$ cat config.mk
export PLATFORM = sky130hd
export DESIGN_NAME = cnt_snap_buf
export DESIGN_NICKNAME = d
export VERILOG_FILES = /design/src/rtl/cnt_snap_pkg.sv /design/src/rtl/cnt_snap_fifo.sv /design/src/rtl/cnt_snap_buf.sv
export SDC_FILE = /design/constraint.sdc
export NUM_CORES = 1
export LEC_CHECK = 0
export ABC_AREA = 1
export BUFFER_PORTS_ARGS = -buffer_cell sky130_fd_sc_hd__buf_2
export CORE_MARGIN = 2
export CORE_UTILIZATION = 40
export CTS_CLUSTER_SIZE = 10
export DETAILED_ROUTE_END_ITERATION = 8
export PLACE_DENSITY_LB_ADDON = 0.3
export SYNTH_ARGS = -nofsm -noshare
export SYNTH_HDL_FRONTEND = slang
export SYNTH_HIERARCHICAL = 1
export SYNTH_SLANG_ARGS = --single-unit
$ cat constraint.sdc
create_clock -name clk -period 4.9 [get_ports clk]
set_input_delay 0.245 -clock clk [delete_from_list [all_inputs] [get_ports clk]]
set_output_delay 0.245 -clock clk [all_outputs]
set_load 0.05 [all_outputs]
$ cat src/rtl/cnt_snap_pkg.sv
// Shared types and defaults for the counter snapshot buffer.
// Holds the entry struct, the source-bit positions and the default sizes.
package cnt_snap_pkg;

  localparam int WIDTH_DEF = 4;
  localparam int DEPTH_DEF = 4;
  // Widest counter value an entry can carry.
  localparam int DATA_MAX  = 16;

  localparam int SRC_ROLL  = 0;
  localparam int SRC_REQ   = 1;

  typedef struct packed {
    logic [DATA_MAX-1:0] data;
    logic [1:0]          src;
    logic                dir;
  } entry_t;

endpackage

$ cat src/rtl/cnt_snap_fifo.sv
// Entry storage for the snapshot buffer: DEPTH-deep FIFO of entry_t.
// Ports: push/wdata in, pop/rdata out, level/full/empty status, dropped flag.
module cnt_snap_fifo
  import cnt_snap_pkg::*;
#(
  parameter int DEPTH = DEPTH_DEF,
  parameter int AW    = (DEPTH > 1) ? $clog2(DEPTH) : 1,
  parameter int LW    = $clog2(DEPTH + 1)
) (
  input  logic          clk,
  input  logic          rstn,
  input  logic          push,
  input  entry_t        wdata,
  input  logic          pop,
  output entry_t        rdata,
  output logic [LW-1:0] level,
  output logic          full,
  output logic          empty,
  output logic          dropped
);

  logic [AW-1:0] wr_ptr_q, wr_ptr_d;
  logic [AW-1:0] rd_ptr_q, rd_ptr_d;
  logic [LW-1:0] level_q, level_d;
  entry_t        mem_q [DEPTH];
  entry_t        mem_d [DEPTH];
  logic          do_push;
  logic          do_pop;

  assign full    = (level_q == LW'(DEPTH));
  assign empty   = (level_q == '0);
  assign level   = level_q;
  assign do_pop  = pop & ~empty;
  // A pop frees the slot at the same edge, so full does not block.
  assign do_push = push & (~full | do_pop);
  assign dropped = push & full & ~do_pop;
  assign rdata   = empty ? '0 : mem_q[rd_ptr_q];

  // DEPTH is a power of two, so pointer overflow is the modulo wrap.
  always_comb begin
    mem_d    = mem_q;
    wr_ptr_d = wr_ptr_q;
    rd_ptr_d = rd_ptr_q;
    level_d  = level_q;
    if (do_push) begin
      mem_d[wr_ptr_q] = wdata;
      wr_ptr_d        = wr_ptr_q + AW'(1);
    end
    if (do_pop) begin
      rd_ptr_d = rd_ptr_q + AW'(1);
    end
    unique case (1'b1)
      do_push & ~do_pop: level_d = level_q + LW'(1);
      do_pop & ~do_push: level_d = level_q - LW'(1);
      default:           level_d = level_q;
    endcase
  end

  always_ff @(posedge clk or negedge rstn) begin
    if (!rstn) begin
      wr_ptr_q <= '0;
      rd_ptr_q <= '0;
      level_q  <= '0;
      for (int i = 0; i < DEPTH; i++) begin
        mem_q[i] <= '0;
      end
    end else begin
      wr_ptr_q <= wr_ptr_d;
      rd_ptr_q <= rd_ptr_d;
      level_q  <= level_d;
      mem_q    <= mem_d;
    end
  end

endmodule

$ cat src/rtl/cnt_snap_buf.sv
// Snapshot buffer: records counter value on rollover rise or manual request.
// Ports: count/rollover/down/snap_req in; out_* valid/ready head; level/full/empty.
// Optional: define CNT_SNAP_DROP_CNT_EN to add the 8-bit saturating drop_cnt.
module cnt_snap_buf
  import cnt_snap_pkg::*;
#(
  parameter int WIDTH = WIDTH_DEF,
  parameter int DEPTH = DEPTH_DEF
) (
  input  logic                       clk,
  input  logic                       rstn,
  input  logic [WIDTH-1:0]           count,
  input  logic                       rollover,
  input  logic                       down,
  input  logic                       snap_req,
  output logic                       out_valid,
  input  logic                       out_ready,
  output logic [WIDTH-1:0]           out_data,
  output logic [1:0]                 out_src,
  output logic                       out_dir,
  output logic [$clog2(DEPTH+1)-1:0] level,
  output logic                       full,
  output logic                       empty
`ifdef CNT_SNAP_DROP_CNT_EN
  , output logic [7:0]               drop_cnt
`endif
);

  logic   roll_q, roll_d;
  logic   roll_ev;
  logic   push;
  logic   pop;
  logic   dropped;
  entry_t in_e;
  entry_t head;

  // Only the rising edge of the all-ones flag is an event.
  assign roll_ev = rollover & ~roll_q;
  assign roll_d  = rollover;
  assign push    = roll_ev | snap_req;
  assign pop     = out_valid & out_ready;

  always_comb begin
    in_e               = '0;
    in_e.data          = DATA_MAX'(count);
    in_e.src[SRC_ROLL] = roll_ev;
    in_e.src[SRC_REQ]  = snap_req;
    in_e.dir           = down;
  end

  always_ff @(posedge clk or negedge rstn) begin
    if (!rstn) roll_q <= 1'b0;
    else       roll_q <= roll_d;
  end

  cnt_snap_fifo #(
    .DEPTH (DEPTH)
  ) u_fifo (
    .clk     (clk),
    .rstn    (rstn),
    .push    (push),
    .wdata   (in_e),
    .pop     (pop),
    .rdata   (head),
    .level   (level),
    .full    (full),
    .empty   (empty),
    .dropped (dropped)
  );

  assign out_valid = ~empty;
  assign out_data  = WIDTH'(head.data);
  assign out_src   = head.src;
  assign out_dir   = head.dir;

`ifdef CNT_SNAP_DROP_CNT_EN
  logic [7:0] drop_cnt_q, drop_cnt_d;

  always_comb begin
    drop_cnt_d = drop_cnt_q;
    if (dropped && drop_cnt_q != 8'hFF) begin
      drop_cnt_d = drop_cnt_q + 8'd1;
    end
  end

  always_ff @(posedge clk or negedge rstn) begin
    if (!rstn) drop_cnt_q <= 8'd0;
    else       drop_cnt_q <= drop_cnt_d;
  end

  assign drop_cnt = drop_cnt_q;
`else
  logic unused_dropped;
  assign unused_dropped = dropped;
`endif

endmodule

Word-level counts from Yosys, hierarchy flattened:

Cells that the tools add are included.

* $add $sub $neg: 4
* magnitude comparators: 3
* equal/unequal tests: 1
* multiplexer cells: 8
* bitwise logic cells: 15
* reductions and logical operators: 3

Operators with widths (count)
* bitwise mux 76 bit: 1
* binary-select mux 19 bit (select 2 bit): 1
* demux 19 bit (select 2 bit): 1
* 2-to-1 mux 7 bit: 3
* 2-to-1 mux 19 bit: 1
* AND 1 bit: 6
* >= comparator 3 bit (second input constant): 2
* inverter 2 -> 3 bit: 2
* case mux 3 bit (2 select lines): 1
* inverter 1 bit: 5
* adder 2 x 1 -> 2 bit (second input constant): 2
* adder 3 x 1 -> 3 bit (second input constant): 1
* == test 3 bit (second input constant): 1
* logical NOT 3 bit: 1
* less-than comparator 3 x 1 -> 1 bit (second input constant): 1
* subtractor 3 x 1 -> 3 bit (second input constant): 1
* OR 1 bit: 2
* nonzero test 2 bit: 1
* logical AND 1 bit: 1

* register bits: 84
* input port bits: 10
* output and inout bits: 13
* logic and storage cells: 50

Depth between registers and ports, before layout:

* word-level depth: 9
* gate-level depth with buffers: 17
* mapped depth without buffers: 14

Cells and area by module:

Netlist, hierarchy kept.

By module, submodules not included
* cnt_snap_fifo: instances 1, cells each 554, area each 4290.4 um^2
* cnt_snap_buf: instances 1, cells each 10, area each 61.3 um^2

Worst setup path after synthesis:

OpenSTA, ideal clock, no wires.

* path kind: reg-to-reg
* from: register u_fifo.level_q[1], in the netlist u_fifo/level[1]
* to: register u_fifo.level_q[2], in the netlist u_fifo/level[2]
* library setup time: 124 ps
* data arrival time: 3177 ps
* required time: 4776 ps
* slack: 1598 ps
* stages on the path, launching flop included: 17
* cells stage by stage: dfrtp_1 nor2_2 nand2_1 inv_1 clkbuf_1 nor2_1 inv_1 nand3_2 buf_6 buf_6 nand2_2 ha_1 inv_1 fa_1 nand2_1 nand3b_1 xor2_1

* cells in the longest elaborated chain, start to end: 9
* elaborated cells on any way between the ends: 16

RTL lines
* start: declaration: RTL line cnt_snap_fifo.sv:24 `logic [LW-1:0] level_q, level_d;`
* start signal: assignment: RTL line cnt_snap_fifo.sv:70 `level_q <= level_d;`
* logical NOT 3 bit (*): RTL line cnt_snap_fifo.sv:31 `assign empty = (level_q == '0);`
* via empty: RTL line cnt_snap_buf.sv:23 `output logic empty`
* inverter 1 bit (*): RTL line cnt_snap_buf.sv:71 `assign out_valid = ~empty;`
* AND 1 bit (*): RTL line cnt_snap_buf.sv:41 `assign pop = out_valid & out_ready;`
* via pop: RTL line cnt_snap_buf.sv:32 `logic pop;`
* AND 1 bit (*): RTL line cnt_snap_fifo.sv:33 `assign do_pop = pop & ~empty;`
* OR 1 bit: RTL line cnt_snap_fifo.sv:35 `assign do_push = push & (~full | do_pop);`
* AND 1 bit: RTL line cnt_snap_fifo.sv:35
* inverter 1 bit: RTL line cnt_snap_fifo.sv:54 `do_pop & ~do_push: level_d = level_q - LW'(1);`
* AND 1 bit: RTL line cnt_snap_fifo.sv:54
* case mux 3 bit (2 select lines) or nonzero test 2 bit (tied branches)

Mark *: on every way through the listed nets, which the timed path passes. The rest lies on a longest branch.
A chain may end at the register's enable or synchronous reset.

Final worst setup path:

* from: register u_fifo.level_q[1], in the netlist u_fifo/level[1]
* to: register u_fifo.level_q[2], in the netlist u_fifo/level[2]

* cells in the longest elaborated chain, start to end: 9
* elaborated cells on any way between the ends: 16

RTL lines (RTL line)
* logical NOT 3 bit (*): cnt_snap_fifo.sv:31
* inverter 1 bit (*): cnt_snap_buf.sv:71
* AND 1 bit (*): cnt_snap_buf.sv:41
* via pop: cnt_snap_buf.sv:32
* AND 1 bit (*): cnt_snap_fifo.sv:33
* OR 1 bit: cnt_snap_fifo.sv:35
* AND 1 bit: cnt_snap_fifo.sv:35
* inverter 1 bit: cnt_snap_fifo.sv:54
* AND 1 bit: cnt_snap_fifo.sv:54
* case mux 3 bit (2 select lines) or nonzero test 2 bit (tied branches)

Marks and branches as above.

==> summary by stage <==
Global route
The initial antenna violation count came to 0. Entering global routing, the biggest net connects 37 pins. In the global route stage, overall resource usage came out at 0.1683. The first global-routing pass estimated ~7100 um of wire.

The via count of the first global-routing pass is ~1,500. The aggregate global routing overflow is 0.

Floorplan
In this run the core area contains 26 standard-cell rows. The core footprint is between 5000 and 6000 um^2. The overall die width is about 76 um. The height of the chip is around 76 um. For this configuration, the core starts out at a cell density of 0.4077. The die covers ~5700 um^2. Pin placement for this block handled 23 I/O pins.

Drt
The routed layout has roughly 1,600 vias. Dividing the detail-routed wire length by the instance count gives ~13 um. The first TritonRoute pass finished after 4 iterations. The violation count after the first detailed-route iteration is around 130. The remaining number of nets flagged by the antenna check after routing is 0. After detailed routing, the number of remaining DRC violations is 0. The final routed wirelength across all metal layers is about 4300 um.

In the routed layout, each cell is associated on average with a via count of 4.842.

Placed design
Counting tap cells, the placed design contains a total of about 320 instances. Timing analysis after detailed placement gives a worst setup slack of 1926 ps. The cell area after placement is around 2100 um^2.

Port buffering added 22 buffers. Routability-driven placement finished with a final weighted congestion of 0.7731. After legalization and detailed placement, the total HPWL measured ~3000 um.

Clock tree
The cell at the root of the clock tree is sky130_fd_sc_hd__clkbuf_8. The clock tree from TritonCTS is built. The number of buffers added by the clock tree synthesis step is 5. The clock transition time at the flip-flop clock pins of the worst setup and hold paths is about 70 ps. Hold repair after CTS inserted 0 buffers. The H-tree depth reported by CTS is 2.

The number of sinks handled by clock tree synthesis is 36. The number of gates given a new drive strength after cts is 0. The clock latency reported for the late side of the worst-skew pair is around 280 ps. Buffers added to address setup during post-CTS repair amount to 0.

The number of buffers between clock root and the deepest sink is 2.

STA
For the final database, setup skew stands at approximately 1.9 ps. The share of the clock period used by the worst path after layout is 0.6082. For the pin with the worst max-slew slack, the measured transition is 800.5 ps.

The clock period minus worst slack is about 3000 ps. Summed over all failing endpoints, the final setup total negative slack is 0 ps. The count of endpoints failing hold in the final timing report was 0. The highest achievable clock rate is ~340 MHz. The worst max-slew margin expressed relative to the limit is 0.4664. The worst path setup slack after routing is 1920 ps. The number of slew-limit violations in the final report is 0. The final-report setup violation count is 0. Setup repair after global routing left no endpoint under its margin.

Power
The register share of total power is 0.326. Internal power comes to roughly 0.80 mW. Summed over all nets, the switching power comes to around 0.85 mW.

The switching share of total power is 0.5155. Dividing total power by cell area gives a power density of between 700 and 800 nW/um^2. For this design the static power due to leakage is around 1.1 nW.

The share of total power in the clock network is 0.130. The part of the total power dissipated in combinational logic is 0.544. The peak ir drop on the vdd network is 0.0005062 V.

Logic synthesis
Synthesis handed over a netlist of approximately 270 instances. The cell area after technology mapping is roughly 2100 um^2. The net count of the mapped netlist is 283. For this run, the number of Yosys warnings is 6.

The synthesized area per cell is about 7.7 um^2.

Worst setup path
The required time of the critical path is between 5000 and 6000 ps. The biggest fanout along the worst timing path is 35. STA puts the critical path data arrival time at around 3200 ps. The category of the worst setup path capture point is a flip-flop. The worst setup path is launched from a flip-flop. The critical setup path kind is reg2reg.

Status
The run finished with clean final reports.

Finish
The area growth from synthesis to layout is 4.686%. The share of layout cells above drive strength 1 is 0.1423. The finished cells cover about 2200 um^2. The count of inserted antenna diode cells is 0. The filler cells instantiated in the layout total ~530. The number of nets in the layout is between 200 and 300. The final instance count without filler cells is 330. Once layout is complete, the utilization of the core stands at 0.4268.

Worst hold path
The worst min-delay path class is in2async.

Flow run
Across the run, the number of max-cap violations was 0.
## path summary, 6_finish.rpt
| kind | start | end | slack (ps) | cells past startpoint |
|---|---|---|---|---|
| worst min-delay path | rstn | u_fifo/mem_q[24]$_DFFE_PN0P_ | 50 | 1 |
| worst max-delay path | u_fifo/level[1]$_DFFE_PN0P_ | u_fifo/level[2]$_DFFE_PN0P_ | 1920 | 13 |
| worst max register to register | u_fifo/level[1]$_DFFE_PN0P_ | u_fifo/level[2]$_DFFE_PN0P_ | 1920 | 13 |
| min in group clk | rollover | roll_q$_DFF_PN0_ | 90 | 1 |
| max in group asynchronous | rstn | u_fifo/mem_q[39]$_DFFE_PN0P_ | 4350 | 1 |
| worst min register to register | u_fifo/mem_q[0]$_DFFE_PN0P_ | u_fifo/mem_q[0]$_DFFE_PN0P_ | 470 | 2 |
## worst max-delay path, cell delays in order, from the launching register on
cell and delay (ps):
sky130_fd_sc_hd__dfrtp_1 430, sky130_fd_sc_hd__nor2_2 150, sky130_fd_sc_hd__nand2_1 80, sky130_fd_sc_hd__inv_1 240, sky130_fd_sc_hd__nor2_1 110, sky130_fd_sc_hd__inv_1 70
sky130_fd_sc_hd__nand3_2 570, sky130_fd_sc_hd__nand2_2 280, sky130_fd_sc_hd__ha_1 200, sky130_fd_sc_hd__inv_1 70, sky130_fd_sc_hd__fa_1 370, sky130_fd_sc_hd__nand2_1 80
sky130_fd_sc_hd__nand3b_1 80, sky130_fd_sc_hd__xor2_1 140
## per-stage QoR
step	power (mW)	hold slack [ps]
2_1_floorplan	1.319	-50.59
3_3_place_gp	1.441	381.4
3_5_place_dp	1.453	381.4
4_1_cts	1.677	75.73
5_1_grt	1.799	78.04
6_report	1.657	45.38
## layout by cell type, fill, tap and decap left out, types with 3 or more instances in the layout
| cell type | instances |
|---|---|
| sky130_fd_sc_hd__a21oi_1 | 7 |
| sky130_fd_sc_hd__buf_2 | 22 |
| sky130_fd_sc_hd__clkbuf_8 | 6 |
| sky130_fd_sc_hd__dfrtp_1 | 36 |
| sky130_fd_sc_hd__ha_1 | 5 |
| sky130_fd_sc_hd__inv_1 | 17 |
| sky130_fd_sc_hd__nand2_1 | 95 |
| sky130_fd_sc_hd__nand3_2 | 3 |
| sky130_fd_sc_hd__nand4_1 | 28 |
| sky130_fd_sc_hd__nor2_1 | 15 |
| sky130_fd_sc_hd__o21ai_0 | 9 |
## layout make-up
| cell class | count | area, um^2 | share of cell area |
|---|---|---|---|
| Tap cell | 70 | 87.58 | 0.04070 |
| Sequential cell | 36 | 900.9 | 0.4186 |
| Clock buffer | 8 | 90.09 | 0.04186 |
| Timing Repair Buffer | 23 | 117.6 | 0.05465 |
| Multi-Input combinational cell | 176 | 892.1 | 0.4145 |
| Inverter | 17 | 63.81 | 0.02965 |
## sequential cells by signal (all words and copies together), names as in the netlist
name,count
roll_q,1
u_fifo/level,3
u_fifo/mem_q,28
u_fifo/rd_ptr_q,2
u_fifo/wr_ptr_q,2
## routing by layer
layer / track usage / share of wire
met3: 0.04233 / 0.037
met5: 0 / 0
met2: 0.2667 / 0.46
met4: 0.05848 / 0.011
met1: 0.2253 / 0.49
## power groups by stage
| stage | Clock (mW) | Sequential (mW) | Combinational (mW) |
|---|---|---|---|
| 3_5_place_dp | 0 | 0.545 | 0.908 |
| 2_1_floorplan | 0 | 0.553 | 0.766 |
| 5_1_grt | 0.233 | 0.560 | 1.01 |
| 4_1_cts | 0.225 | 0.540 | 0.912 |
| 3_3_place_gp | 0 | 0.540 | 0.901 |
| 6_report | 0.216 | 0.541 | 0.901 |
Power figures use the tool's default switching activity.
